<file path="config.mk">
export PLATFORM = sky130hd
export DESIGN_NAME = dsi_hs_lane_tx
export DESIGN_NICKNAME = d
export VERILOG_FILES = /design/src/rtl/dsi_hs_lane_tx.sv
export SDC_FILE = /design/constraint.sdc
export NUM_CORES = 1
export LEC_CHECK = 0
export CELL_PAD_IN_SITES_DETAIL_PLACEMENT = 0
export CELL_PAD_IN_SITES_GLOBAL_PLACEMENT = 1
export CORE_MARGIN = 2
export CORE_UTILIZATION = 42
export CTS_BUF_LIST = sky130_fd_sc_hd__clkbuf_4 sky130_fd_sc_hd__clkbuf_8
export DETAILED_ROUTE_END_ITERATION = 8
export PLACE_DENSITY_LB_ADDON = 0.1
export SLEW_MARGIN = 20
export SYNTH_ARGS = -nofsm -noshare
export SYNTH_HDL_FRONTEND = slang
export SYNTH_SLANG_ARGS = --single-unit
export TNS_END_PERCENT = 20
</file>
<file path="constraint.sdc">
create_clock -name dsi_clk -period 2.5 [get_ports dsi_clk]
set_input_delay 0.75 -clock dsi_clk [delete_from_list [all_inputs] [get_ports dsi_clk]]
set_output_delay 0.75 -clock dsi_clk [all_outputs]
set_load 0.02 [all_outputs]
</file>
<file path="src/rtl/dsi_hs_lane_tx.sv">
// dsi_hs_lane_tx: single MIPI-DSI data-lane transmitter (LP entry, HS burst, LP-11 exit)
// Ports:
//   dsi_clk, dsi_rst_n          lane bit clock, synchronous active-low reset
//   tx_data, tx_valid, tx_last  byte stream from the packet layer, LSB sent first
//   tx_ready                    combinational; a byte is taken when tx_valid & tx_ready
//   lp_dp, lp_dn                LP driver levels
//   hs_en, hs_bit               HS driver enable and serial bit
//   busy                        high whenever the lane is not idle
//   underrun                    one-cycle pulse when a byte boundary finds no data
module dsi_hs_lane_tx #(
    parameter int T_LPX   = 4,
    parameter int T_PREP  = 3,
    parameter int T_ZERO  = 8,
    parameter int T_TRAIL = 4,
    parameter int T_EXIT  = 6,
    parameter int CNT_W   = 8
) (
    input  logic       dsi_clk,
    input  logic       dsi_rst_n,
    input  logic [7:0] tx_data,
    input  logic       tx_valid,
    input  logic       tx_last,
    output logic       tx_ready,
    output logic       lp_dp,
    output logic       lp_dn,
    output logic       hs_en,
    output logic       hs_bit,
    output logic       busy,
    output logic       underrun
);
    localparam logic [2:0] S_IDLE  = 3'd0;
    localparam logic [2:0] S_LPX   = 3'd1;
    localparam logic [2:0] S_PREP  = 3'd2;
    localparam logic [2:0] S_ZERO  = 3'd3;
    localparam logic [2:0] S_SYNC  = 3'd4;
    localparam logic [2:0] S_DATA  = 3'd5;
    localparam logic [2:0] S_TRAIL = 3'd6;
    localparam logic [2:0] S_EXIT  = 3'd7;
    localparam logic [7:0] SYNC_PAT = 8'hB8;
    logic [2:0]       state_q, state_d;
    logic [CNT_W-1:0] cnt_q, cnt_d;
    logic [2:0]       bit_q, bit_d;
    logic [7:0]       sh_q, sh_d;
    logic             last_q, last_d;
    logic             lp_dp_q, lp_dp_d, lp_dn_q, lp_dn_d, hs_en_q, hs_en_d;
    logic             hs_bit_q, hs_bit_d, busy_q, busy_d, underrun_q, underrun_d;
    assign tx_ready = bit_q == 3'd7 && (state_q == S_SYNC || (state_q == S_DATA && !last_q));
    always_comb begin
        state_d    = state_q;
        cnt_d      = cnt_q - CNT_W'(1);
        bit_d      = bit_q;
        sh_d       = sh_q;
        last_d     = last_q;
        underrun_d = 1'b0;
        case (state_q)
            S_IDLE: if (tx_valid) begin
                state_d = S_LPX;
                cnt_d   = CNT_W'(T_LPX - 1);
            end
            S_LPX: if (cnt_q == '0) begin
                state_d = S_PREP;
                cnt_d   = CNT_W'(T_PREP - 1);
            end
            S_PREP: if (cnt_q == '0) begin
                state_d = S_ZERO;
                cnt_d   = CNT_W'(T_ZERO - 1);
            end
            S_ZERO: if (cnt_q == '0) begin
                state_d = S_SYNC;
                bit_d   = 3'd0;
            end
            S_SYNC, S_DATA: begin
                bit_d = bit_q + 3'd1;
                sh_d  = sh_q >> 1;
                // Byte boundary: reload back-to-back (bit_d wraps to 0) or fall into trail.
                if (bit_q == 3'd7) begin
                    if (tx_valid && tx_ready) begin
                        state_d = S_DATA;
                        sh_d    = tx_data;
                        last_d  = tx_last;
                    end else begin
                        state_d    = S_TRAIL;
                        cnt_d      = CNT_W'(T_TRAIL - 1);
                        underrun_d = !(state_q == S_DATA && last_q);
                    end
                end
            end
            S_TRAIL: if (cnt_q == '0) begin
                state_d = S_EXIT;
                cnt_d   = CNT_W'(T_EXIT - 1);
            end
            S_EXIT: if (cnt_q == '0) state_d = S_IDLE;
            default: state_d = S_IDLE;
        endcase
        // Outputs are derived from the next state so they register in step with it.
        lp_dp_d  = state_d == S_IDLE || state_d == S_EXIT;
        lp_dn_d  = lp_dp_d || state_d == S_LPX;
        hs_en_d  = state_d == S_ZERO || state_d == S_SYNC || state_d == S_DATA || state_d == S_TRAIL;
        // Trail holds the inverse of the last HS bit sent before entering it.
        hs_bit_d = state_d == S_SYNC  ? SYNC_PAT[bit_d] :
                   state_d == S_DATA  ? sh_d[0] :
                   state_d == S_TRAIL ? (state_q == S_TRAIL ? hs_bit_q : ~hs_bit_q) : 1'b0;
        busy_d   = state_d != S_IDLE;
    end
    always_ff @(posedge dsi_clk) begin
        if (!dsi_rst_n) begin
            state_q    <= S_IDLE;
            cnt_q      <= '0;
            bit_q      <= 3'd0;
            sh_q       <= 8'd0;
            last_q     <= 1'b0;
            lp_dp_q    <= 1'b1;
            lp_dn_q    <= 1'b1;
            hs_en_q    <= 1'b0;
            hs_bit_q   <= 1'b0;
            busy_q     <= 1'b0;
            underrun_q <= 1'b0;
        end else begin
            state_q    <= state_d;
            cnt_q      <= cnt_d;
            bit_q      <= bit_d;
            sh_q       <= sh_d;
            last_q     <= last_d;
            lp_dp_q    <= lp_dp_d;
            lp_dn_q    <= lp_dn_d;
            hs_en_q    <= hs_en_d;
            hs_bit_q   <= hs_bit_d;
            busy_q     <= busy_d;
            underrun_q <= underrun_d;
        end
    end
    assign lp_dp    = lp_dp_q;
    assign lp_dn    = lp_dn_q;
    assign hs_en    = hs_en_q;
    assign hs_bit   = hs_bit_q;
    assign busy     = busy_q;
    assign underrun = underrun_q;
endmodule
</file>
; Word-level counts from Yosys, hierarchy flattened
; Memories as Yosys holds them, arrays and structs flattened.
; Index checks and enable logic that the tools add are counted.
[op_classes]
addsub = 2
muxes = 26
bitwise_logic = 4
n_reduce_logical = 19
magnitude_cmp = 1
n_eq_ne = 15
[op_table]
columns = cell, count
row1 = $mux W8, 8
row2 = $pmux W8 S5, 1
row3 = $eq A3 B3 Y1 const B, 9
row4 = $mux W3, 8
row5 = $pmux W3 S7, 1
row6 = $eq A3 B2 Y1 const B, 3
row7 = $logic_not A8 Y1, 1
row8 = $sub A8 B1 Y8 const B, 1
row9 = $eq A3 B1 Y1 const B, 2
row10 = $logic_not A3 Y1, 2
row11 = $logic_or A1 B1 Y1, 6
row12 = $mux W1, 6
row13 = $pmux W3 S2, 1
row14 = $logic_and A1 B1 Y1, 4
row15 = $lt A3 B4 Y1 const B, 1
row16 = $ne A4 B4 Y1 const B, 1
row17 = $not A1 Y1, 4
row18 = $reduce_or A4 Y1, 1
row19 = $add A3 B1 Y3 const B, 1
row20 = $reduce_and A3 Y1, 1
row21 = $reduce_bool A3 Y1, 1
row22 = $logic_not A1 Y1, 2
row23 = $mux W2, 1
row24 = $reduce_or A2 Y1, 1
[totals]
romBits = 8
memories = 1
out_inout_bits = 7
reg_bits = 29
in_bits = 12
elab_cells = 80
[memory_table]
columns = memory, words, word_bits, rd, rd_ports_with_merged_regs, write_ports, line
row1 = (no name shown), 8, 1, 1, 0, 0, 100  ; hs_bit_d = state_d == S_SYNC ? SYNC_PAT[bit_d] :

; Logic depth before layout (Yosys ltp)
[depth]
ltp_word = 12
mapped_depth = 7
ltp_nobuf = 7

; Worst setup path before layout
; OpenSTA, ideal clock, no wires.
[synth_timing]
path_kind = input to register
startpoint = input tx_valid
endpoint = register hs_bit_q, in the netlist hs_bit
required_time_ns = 2.421
cell_stages = 6
arrival_ns = 1.911
slack_ns = 0.510
setup_time_ns = 0.079
path_buffers = 1
cell_sequence = buf_2 a21bo_2 and3_1 a221o_1 o21a_1 a211oi_2
[synth_via]
elab_chain_cells = 8
[synth_rtl]
columns = item, line
row1 = from (decl), 21  ; input logic tx_valid,
row2 = $logic_and A1 B1 Y1, 77  ; if (tx_valid && tx_ready) begin
row3 = $mux W2, 77
row4 = $mux W3, 76  ; if (bit_q == 3'd7) begin
row5 = $pmux W3 S7, 55  ; case (state_q)
row6 = $eq A3 B3 Y1, 102  ; state_d == S_TRAIL ? (state_q == S_TRAIL ? hs_bit_q : ~hs_bit_q) : 1'b0;
row7 = $mux W1, 102
row8 = $mux W1, 101  ; state_d == S_DATA ? sh_d[0] :
row9 = $mux W1, 100
row10 = to (signal assigned), 127  ; hs_bit_q <= hs_bit_d;
row11 = to (decl), 46  ; logic hs_bit_q, hs_bit_d, busy_q, busy_d, underrun_q, underrun_d;
; Several ways; a longest one is shown, not always the timed one.
; A chain may end at the register's enable or synchronous reset.

; Final worst setup path
[layout_timing]
startpoint = register bit_q[0]
endpoint = output tx_ready
[layout_via]
elab_chain_cells = 2
[layout_rtl]
columns = item, line
row1 = from (decl), 42  ; logic [2:0] bit_q, bit_d;
row2 = from (signal assigned), 121  ; bit_q <= bit_d;
row3 = $eq A3 B3 Y1, 47  ; assign tx_ready = bit_q == 3'd7 && (state_q == S_SYNC || (state_q == S_DATA && !last_q));
row4 = $logic_and A1 B1 Y1, 47
row5 = to (decl), 23  ; output logic tx_ready,
; No other way between the ends.

==> flow_metrics.py <==
metrics = {
    "status": {
        "status": "completed",
    },
    "final_layout": {
        "fin_area_sq_mm": 0.00193,
        "final_nets": 229,
        "final_layout_size_suffix_gt1_frac": 0.107,
        "insertedDiodeCount": 0,
        "finalNonFillerCells": 262,
        "num-fill-cells": 352,
        "area_delta_synth_final_pct": 24.7,
    },
    "drt": {
        "vias": 1426,
        "drtIter0Drc": 65,
        "vias_per_cell": 5.44,
        "routed_wl_mm": 3.72,
        "post_drt_wl_per_cell_microns": 14.2,
        "drcViolationCount": 0,
        "ant_nets": 0,
        "firstDrtPassIters": 4,
    },
    "logic_synthesis": {
        "yosysTopAreaCell": "dfxtp_1",
        "synthFlopType": "dfxtp_1",
        "ys_top_cells_by_count": "dfxtp_1, nand2_1, nor2_1",
        "postSynthAreaPerCell_sq_um": 8.13,
        "synth_nets": 206,
        "syn_inst": 190,
        "synthArstFlopShare": 0,
        "synthDistinctLibCells": 41,
        "yosys-top-cells-area": "dfxtp_1, nand2_1, nor2_1",
        "synth_top_area_share": 0.376,
        "ys_seq_elements": 29,
        "yosysMostFrequentCell": "dfxtp_1",
        "ys_seq_area_frac": 0.376,
        "syn-cell-area_sq_mm": 0.00155,
        "synth_edf_count": 0,
        "ys.warnings.count": 0,
    },
    "global_route": {
        "grt.total_usage": 0.199,
        "antenna_found_initial": 0,
        "grt_pass1_wl_mm": 6.46,
        "grt_pass1_vias": 1386,
        "overflow": 0,
        "grt_start_max_net_pins": 21,
    },
    "critical_path": {
        "rrSetupSlack_ns": 0.62,
        "r2r-start": "cnt_q[0]",
        "criticalPathCategory": "reg2out",
        "cp-start-kind": "register",
        "arrival_ns": 1.59,
        "crit_required_ns": 1.75,
        "crit_fanout": 6,
        "reg2reg_depth": 7,
        "r2r-end": "hs_bit",
        "end_kind": "output port",
    },
    "timing": {
        "period_share": 0.935,
        "final.min_clock_period_ns": 2.34,
        "fin_ws_ns": 0.162,
        "setup_tns_ns": 0,
        "setup_violations": 0,
        "relSlewSlack": 0.648,
        "skew_ns": 0.00737,
        "hold_violations": 0,
        "fmax_mhz": 428,
        "drv_slew": 0,
        "rsz0062_at_grt": "no",
        "worst_slew_pin_slew_ns": 0.527,
    },
    "clocking": {
        "cts_buffers": 5,
        "cts_max_level": 2,
        "clock-sinks": 29,
        "cts_buffer_depth": 2,
        "clk_pin_slew_ns": 0.06,
        "clkLatencyLatePin_ns": 0.28,
        "clockRootBuffer": "clkbuf_8",
        "cts_tree": "built",
        "post_cts_buffers": 0,
    },
    "power_and_ir_drop": {
        "max-vdd-ir-drop_mv": 0.516,
        "p_leak_uw": 0.000728,
        "p_per_area_mw_per_mm2": 946,
    },
    "place": {
        "hpwl_mm": 2.74,
        "dp_slack_ns": 0.0718,
        "place_congestion": 0.919,
        "place_area_sq_mm": 0.00179,
        "port_buffers": 18,
        "placedCellCount": 254,
    },
    "floorplanning": {
        "rows": 22,
        "die_w_microns": 64.7,
        "boundaryPins": 19,
        "core_sq_mm": 0.00361,
        "initial_core_util": 0.429,
        "die_area_sq_mm": 0.00418,
        "die_h_microns": 64.7,
    },
    "run": {
        "timing.max_cap.violations": 0,
    },
    "min_path": {
        "hp-start": "bit_q[2]",
        "min_to": "bit_q[2]",
        "min_path_type": "reg2reg",
        "hold_depth": 2,
    },
}
==> report_power, final <==
part	leakage, uW	internal (uW)	switching, uW
Clock	0.0000681	396	179
Sequential	0.000236	531	69.6
Combinational	0.000424	291	357
==> stage by stage <==
step	power, uW	hold slack (ns)	util
floorplan	1110	0.450	-
global route	1950	0.503	0.534
detailed placement	1250	0.474	0.498
CTS	1840	0.482	0.534
global placement	1250	0.465	0.498
finish	1820	0.482	0.534
==> worst max-delay path, cell delays in order, from the launching register on <==
cell and delay, ns:
dfxtp_1 0.42, ha_1 0.20, ha_1 0.15, and3_1 0.19, dlygate4sd2_1 0.35
==> logic make-up (layout without fill, tap and decap cells) <==
| family | Yosys count | after routing | share of synthesized area |
|---|---|---|---|
| DFF | 29 | 29 | 0.376 |
| adders and majority gates | 4 | 4 | 0.0324 |
| muxes | 1 | 1 | 0.00648 |
| and+or+nand+nor | 81 | 81 | 0.270 |
| AOI/OAI and AO/OA | 49 | 49 | 0.214 |
| xor gates and xnor gates | 9 | 9 | 0.0510 |
| buffers and inverters | 17 | 41 | 0.0502 |
==> cell usage in the layout, fill, tap and decap left out, types with 2 or more instances in the layout <==
master / instances
o21ai_0: 8
bufinv_16: 2
nand2b_1: 6
clkdlybuf4s50_1: 17
buf_4: 8
o211ai_1: 3
ha_1: 4
nor2b_1: 2
and3_1: 3
clkbuf_8: 5
o21ai_1: 2
a311oi_1: 7
o21a_1: 2
nor2_1: 19
a211oi_1: 2
and2_1: 4
xnor2_1: 5
dfxtp_1: 29
and4bb_2: 2
nor3_1: 3
xor2_1: 4
nand3_1: 11
nand2_1: 24
nor3b_1: 3
inv_1: 6
a21oi_1: 13
a31oi_1: 4
==> flip-flops by register name, indices dropped and copies added (netlist names) <==
name	flops
cnt_q	8
hs_bit	1
sh_q	8
lp_dn	1
hs_en	1
bit_q	3
busy	1
state_q	3
last_q	1
underrun	1
lp_dp	1
==> per-layer routing <==
| metal | up-vias | track usage | part of all wire |
|---|---|---|---|
| met2 | 30 | 0.339 | 0.49 |
| met3 | 2 | 0.0503 | 0.038 |
| met5 | - | 0 | 0 |
| met4 | 0 | 0.0665 | 0.0059 |
| met1 | 671 | 0.246 | 0.47 |
| li1 | 723 | - | - |
==> worst max path at each step <==
stage | from | to | slack (ns) | depth (start not counted)
6_report | bit_q[0] | tx_ready | 0.16 | 4
5_1_grt | bit_q[0] | tx_ready | 0.06 | 4
4_1_cts | bit_q[0] | tx_ready | 0.15 | 4
3_5_place_dp | tx_valid | hs_bit | 0.07 | 6
3_3_place_gp | tx_valid | hs_bit | 0.13 | 6
2_1_floorplan | tx_valid | hs_bit | 0.51 | 6
==> cell type report <==
type	instances	area, sq um	area share
repair buffers	26	239	0.124
multi-input cells	144	887	0.460
flip-flops and latches	29	581	0.301
inverters	7	26.3	0.0136
clock inverters	3	65.1	0.0338
clock buffers	5	68.8	0.0357
well taps	48	60.1	0.0312
==> repair_timing <==
action,CTS,global route
resized for setup,1,0
hold buffers,0,0
endpoints found under the setup margin,1,0
Note: power is estimated with default switching activity, not from simulation.
